==> config.mk <==
export PLATFORM = sky130hd
export DESIGN_NAME = audio_addr_seq
export DESIGN_NICKNAME = d
export VERILOG_FILES = /design/src/rtl/audio_addr_seq.sv
export SDC_FILE = /design/constraint.sdc
export NUM_CORES = 1
export LEC_CHECK = 0
export CAP_MARGIN = 20
export CORE_AREA = 5 5 88 131
export DETAILED_ROUTE_END_ITERATION = 6
export DIE_AREA = 0 0 93 136
export PLACE_DENSITY = 0.75
export SYNTH_ARGS = -nofsm -noshare
export SYNTH_HDL_FRONTEND = slang
export SYNTH_SLANG_ARGS = --single-unit
==> constraint.sdc <==
create_clock -name clk -period 3.3 [get_ports clk]
set_input_delay 0.99 -clock clk [delete_from_list [all_inputs] [get_ports clk]]
set_output_delay 0.99 -clock clk [all_outputs]
set_load 0.01 [all_outputs]
==> src/rtl/audio_addr_seq.sv <==
// audio_addr_seq: flash-audio word address sequencer and sample-lane unpacker.
// Define AUDIO_SEQ_UNDERRUN_EN to build the saturating sample-tick underrun counter.
module audio_addr_seq #(
    parameter int ADDR_W   = 23,
    parameter int WORD_W   = 32,
    parameter int SAMPLE_W = 16,
    parameter int ADDR_MIN = 0,
    parameter int ADDR_MAX = 'h7FFFF
) (
    input  logic                  clk,
    input  logic                  rst_n,
    input  logic                  sample_tick,
    input  logic                  play,
    input  logic                  forward,
    input  logic                  loop,
    input  logic                  restart,
    input  logic [3:0]            step,
    input  logic                  flash_done,
    input  logic [WORD_W-1:0]     flash_data,
    output logic                  flash_read,
    output logic [ADDR_W-1:0]     flash_addr,
    output logic [WORD_W/8-1:0]   byteenable,
    output logic [SAMPLE_W-1:0]   sample_out,
    output logic                  sample_valid,
    output logic                  at_end,
    output logic                  busy,
    output logic [15:0]           underrun_cnt
);

    localparam int LANES  = WORD_W / SAMPLE_W;
    localparam int LANE_W = $clog2(LANES);
    localparam logic [ADDR_W:0] MIN_X = (ADDR_W+1)'(ADDR_MIN);
    localparam logic [ADDR_W:0] MAX_X = (ADDR_W+1)'(ADDR_MAX);

    typedef enum logic [1:0] {
        S_IDLE,
        S_REQ,
        S_EMIT,
        S_ADVANCE
    } state_t;

    state_t              r_state, w_state_nxt;
    logic [ADDR_W-1:0]   r_addr, w_addr_nxt;
    logic [WORD_W-1:0]   r_word, w_word_nxt;
    logic [LANE_W-1:0]   r_lane_cnt, w_lane_cnt_nxt;
    logic [SAMPLE_W-1:0] r_sample, w_sample_nxt;
    logic                r_sample_valid, w_sample_valid_nxt;
    logic                r_at_end, w_at_end_nxt;
    logic                r_flash_read;
    logic                r_busy;

    logic [LANE_W-1:0]   w_lane;
    logic [ADDR_W:0]     w_step;
    logic [ADDR_W:0]     w_addr_x;
    logic [ADDR_W:0]     w_sum;
    logic                w_fwd_over;
    logic                w_rev_under;

    // One extra address bit keeps the bound comparisons free of wrap-around.
    always_comb begin
        w_lane      = forward ? r_lane_cnt : (LANE_W'(LANES - 1) - r_lane_cnt);
        w_step      = (step == 4'd0) ? (ADDR_W+1)'(1) : (ADDR_W+1)'(step);
        w_addr_x    = {1'b0, r_addr};
        w_sum       = w_addr_x + w_step;
        w_fwd_over  = (w_sum > MAX_X);
        w_rev_under = (w_addr_x < (MIN_X + w_step));
    end

    always_comb begin
        // NOTE: every next-value is given a default first so no branch can infer a latch.
        w_state_nxt        = r_state;
        w_addr_nxt         = r_addr;
        w_word_nxt         = r_word;
        w_lane_cnt_nxt     = r_lane_cnt;
        w_sample_nxt       = r_sample;
        w_sample_valid_nxt = 1'b0;
        w_at_end_nxt       = 1'b0;

        if (restart) begin
            w_state_nxt    = S_IDLE;
            w_addr_nxt     = forward ? ADDR_W'(ADDR_MIN) : ADDR_W'(ADDR_MAX);
            w_lane_cnt_nxt = '0;
        end else begin
            case (r_state)
                S_IDLE: begin
                    if (play) w_state_nxt = S_REQ;
                end
                S_REQ: begin
                    if (flash_done) begin
                        w_word_nxt     = flash_data;
                        w_lane_cnt_nxt = '0;
                        w_state_nxt    = S_EMIT;
                    end
                end
                S_EMIT: begin
                    if (sample_tick) begin
                        w_sample_nxt       = r_word[w_lane*SAMPLE_W +: SAMPLE_W];
                        w_sample_valid_nxt = 1'b1;
                        w_lane_cnt_nxt     = r_lane_cnt + 1'b1;
                        if (r_lane_cnt == LANE_W'(LANES - 1)) w_state_nxt = S_ADVANCE;
                    end
                end
                S_ADVANCE: begin
                    w_state_nxt = play ? S_REQ : S_IDLE;
                    if (forward) begin
                        if (!w_fwd_over) begin
                            w_addr_nxt = w_sum[ADDR_W-1:0];
                        end else if (loop) begin
                            w_addr_nxt = ADDR_W'(ADDR_MIN);
                        end else begin
                            w_at_end_nxt = 1'b1;
                            w_state_nxt  = S_IDLE;
                        end
                    end else begin
                        if (!w_rev_under) begin
                            w_addr_nxt = r_addr - w_step[ADDR_W-1:0];
                        end else if (loop) begin
                            w_addr_nxt = ADDR_W'(ADDR_MAX);
                        end else begin
                            w_at_end_nxt = 1'b1;
                            w_state_nxt  = S_IDLE;
                        end
                    end
                end
                default: w_state_nxt = S_IDLE;
            endcase
        end
    end

    always_ff @(posedge clk or negedge rst_n) begin
        if (!rst_n) begin
            r_state        <= S_IDLE;
            r_addr         <= ADDR_W'(ADDR_MIN);
            r_word         <= '0;
            r_lane_cnt     <= '0;
            r_sample       <= '0;
            r_sample_valid <= 1'b0;
            r_at_end       <= 1'b0;
            r_flash_read   <= 1'b0;
            r_busy         <= 1'b0;
        end else begin
            // NOTE: non-blocking assignments so every register samples pre-edge values.
            r_state        <= w_state_nxt;
            r_addr         <= w_addr_nxt;
            r_word         <= w_word_nxt;
            r_lane_cnt     <= w_lane_cnt_nxt;
            r_sample       <= w_sample_nxt;
            r_sample_valid <= w_sample_valid_nxt;
            r_at_end       <= w_at_end_nxt;
            r_flash_read   <= (w_state_nxt == S_REQ);
            r_busy         <= (w_state_nxt != S_IDLE);
        end
    end

`ifdef AUDIO_SEQ_UNDERRUN_EN
    logic [15:0] r_underrun;

    // Ticks that land while a word is still being fetched or addressed are lost.
    always_ff @(posedge clk or negedge rst_n) begin
        if (!rst_n) begin
            r_underrun <= '0;
        end else if (restart) begin
            r_underrun <= '0;
        end else if (sample_tick && play && (r_state == S_REQ || r_state == S_ADVANCE)
                     && (r_underrun != 16'hFFFF)) begin
            r_underrun <= r_underrun + 16'd1;
        end
    end

    assign underrun_cnt = r_underrun;
`else
    assign underrun_cnt = 16'd0;
`endif

    assign flash_read   = r_flash_read;
    assign flash_addr   = r_addr;
    assign byteenable   = '1;
    assign sample_out   = r_sample;
    assign sample_valid = r_sample_valid;
    assign at_end       = r_at_end;
    assign busy         = r_busy;

endmodule

==> results.ini <==
[cts]
clockRootBuffer=clkbuf_16
numClockSinks=78
path_clk_slew_ps=70
clkLatencyLatePin_ps=330
cts_buffers=9
cts_htree_levels=3
clock_path_buffers=2
cts_tree=done

[synthesis]
synth-simple-area-share_pct=17.2
yosysSeqAreaShare_pct=40.9
synth.distinct_cells=72
yosysWarnings=0
synth_area_sq_um=4770
synth_top_area_share_pct=40.9
synth_compound_area_share_pct=15.9
ys_async_sr_fraction_pct=100
syn_inst=495
synth_top_family_by_area=simple AND/OR/NAND/NOR gates
synthMuxAreaShare_pct=13.0
ys.flop_type=dfrtp_1
yosys.area.top_type=dfrtp_1
synthAdderAreaFrac_pct=2.94
synth_xor_area_share_pct=2.39
yosysMostFrequentCell=dfrtp_1
ys_seq_elements=78
synth_common_cells=78 x dfrtp_1, 47 x nor2_1, 43 x a21oi_1
synth_edf_count=0
synth.avg_cell_area_sq_um=9.63
netlist_top_cells_area=dfrtp_1 41%, mux2_2 8.5%, a21oi_1 4.5%

[critical_path]
cp-end-kind=flop
cp_max_fo=5
critPathLaunchType=input port
required_ps=3540
r2r_cells=8
arrival_ps=3600
crit_type=in2reg

[timing]
fin_skew_ps=7.08
final.min_clock_period_ps=3360
fin_ws_ps=-59.8
final-hold-violation-count=0
fin_crit_sh_pct=102
setup_violations=5
grt_setup_unrepaired=yes
max_freq_mhz=298
setup-tns-final_ps=-79.1
drv_slew=0
slew_headroom_pct=51.4
tightest_slew_ps=726

[detailed_routing]
drt-initial-drc-count=232
wl_mm=14.6
vias=4413
dr.pass1.iters=5
avgRoutedWirePerCell_um=19.0
ant_nets=0
viasPerCell=5.74
drc=0

[floorplan]
die_area_sq_um=12600
die_w_um=93
fp-row-count=46
core-area_sq_um=10400
start_util_pct=46.0
io_pins=107
die_h_um=136

[outcome]
outcome=finished with violations
violations=negative setup slack

[final_layout]
nets=698
diodes=0
fin_area_sq_um=6890
layout-drive-gt1-share_pct=31.1
synthToLayoutAreaGrowth_pct=44.6
fin_util_pct=66.5

[power_and_ir_drop]
leakagePower_nw=2.90
irDropWorstVdd_v=0.000409
power_density_nw_per_um2=560

[placed_design]
hpwl_mm=10.6
portBuffers=86
place.gp.congestion=0.970
placed_area_sq_um=6140
place_ws_ps=-969

[grt]
gr-usage-all-layers_pct=23.4
grt_pass1_wl_mm=23.2
top_usage_layer=met2
met2_usage_pct=42.4
grtUsageMet3_pct=4.54
gr-usage-met1_pct=24.9
grt_pass1_vias=4630
grt_max_degree=79
grt_overflow=0
antenna_found_initial=0

[run]
maxCapViolations=0

[min_path]
worstHoldPathType=in2async

==> worst max-delay path, stage by stage <==
cell,delay [ps]
buf_8,90
clkinv_8,40
a31o_4,250
ha_4,160
fa_2,330
or3b_4,250
a31oi_4,80
mux2_4,330
mux2i_4,180
o311ai_4,140
buf_4,170
and2_4,180
buf_6,130
a221oi_4,270
==> where the power goes <==
part	total, mW	leakage (nW)	internal, mW	switching (mW)
logic	1.31	1.79	0.728	0.584
clock network	1.16	0.172	0.745	0.414
registers	1.39	0.946	1.21	0.182
total	3.86	2.90	2.68	1.18
==> layout make-up <==
class,count,area [sq um]
tap,120,150
inverter,14,70.1
clock inverter,7,120
sequential,78,1950
timing repair buffer,169,1560
fill,806,3470
multi-input combinational,372,2810
clock buffer,9,225
==> layout by cell type, fill, tap and decap left out, types with 4 or more instances in the layout <==
master and n:
nand2b_1 4, o21ai_1 8, buf_4 72, a21oi_1 39, o21ai_0 13, nand2_1 32, nor3_1 15, conb_1 20
o211ai_1 4, buf_6 11, and2_1 4, ha_4 4, nand3_1 12, nor2_1 47, o31ai_1 4, nand3_2 4
clkdlybuf4s50_1 81, ha_1 4, nor2b_1 5, clkbuf_16 9, dfrtp_1 78, nor4_1 4, xnor2_1 9, inv_1 9
o21ai_2 4, or3_1 4, mux2i_1 17, mux2_2 34
==> sequential cells by signal, summed over array words and instances, names as in the netlist <==
name and flops:
at_end 1, busy 1, flash_addr 23, flash_read 1
r_lane_cnt 1, r_state 2, r_word 32, sample_out 16
sample_valid 1
==> path summary, 6_finish.rpt <==
kind | startpoint | endpoint | slack, ps
hold reg to reg | r_word[24] | r_word[24] | 510
min in group clk | r_word[24] | r_word[24] | 510
setup / recovery | step[1] | flash_addr[14] | -60
max in group asynchronous | rst_n | r_word[23] | 2230
hold / removal | rst_n | flash_addr[3] | 470
setup reg to reg | flash_addr[10] | flash_addr[14] | 90
==> per-stage QoR <==
step	power, mW	cells	hold slack, ps
floorplan	2.01	513	480
global placement	2.58	736	489
detailed placement	2.63	736	496
CTS	3.85	763	510
global route	4.09	769	460
finish	3.86	769	471
==> cells by family after synthesis <==
logic type | after synthesis
other | 2
DFF | 78
adders and majority gates | 10
xor gates and xnor gates | 13
AOI/OAI and AO/OA | 113
and+or+nand+nor | 158
muxes | 57
buffers and inverters | 64
==> per-layer routing <==
metal	wire length [um]	part of all wire, %
met1	5160	35
met5	0	0
met3	880	6.0
met2	7700	53
met4	835	5.7
==> repair_timing <==
action	4_1_cts	5_1_grt
cloned	1	0
pin swaps	9	13
setup buffers	10	5
setup endpoints to repair	27	25
hold buffers	0	0
gates resized for setup	38	39
No activity file was read; power rests on OpenSTA's default activity.
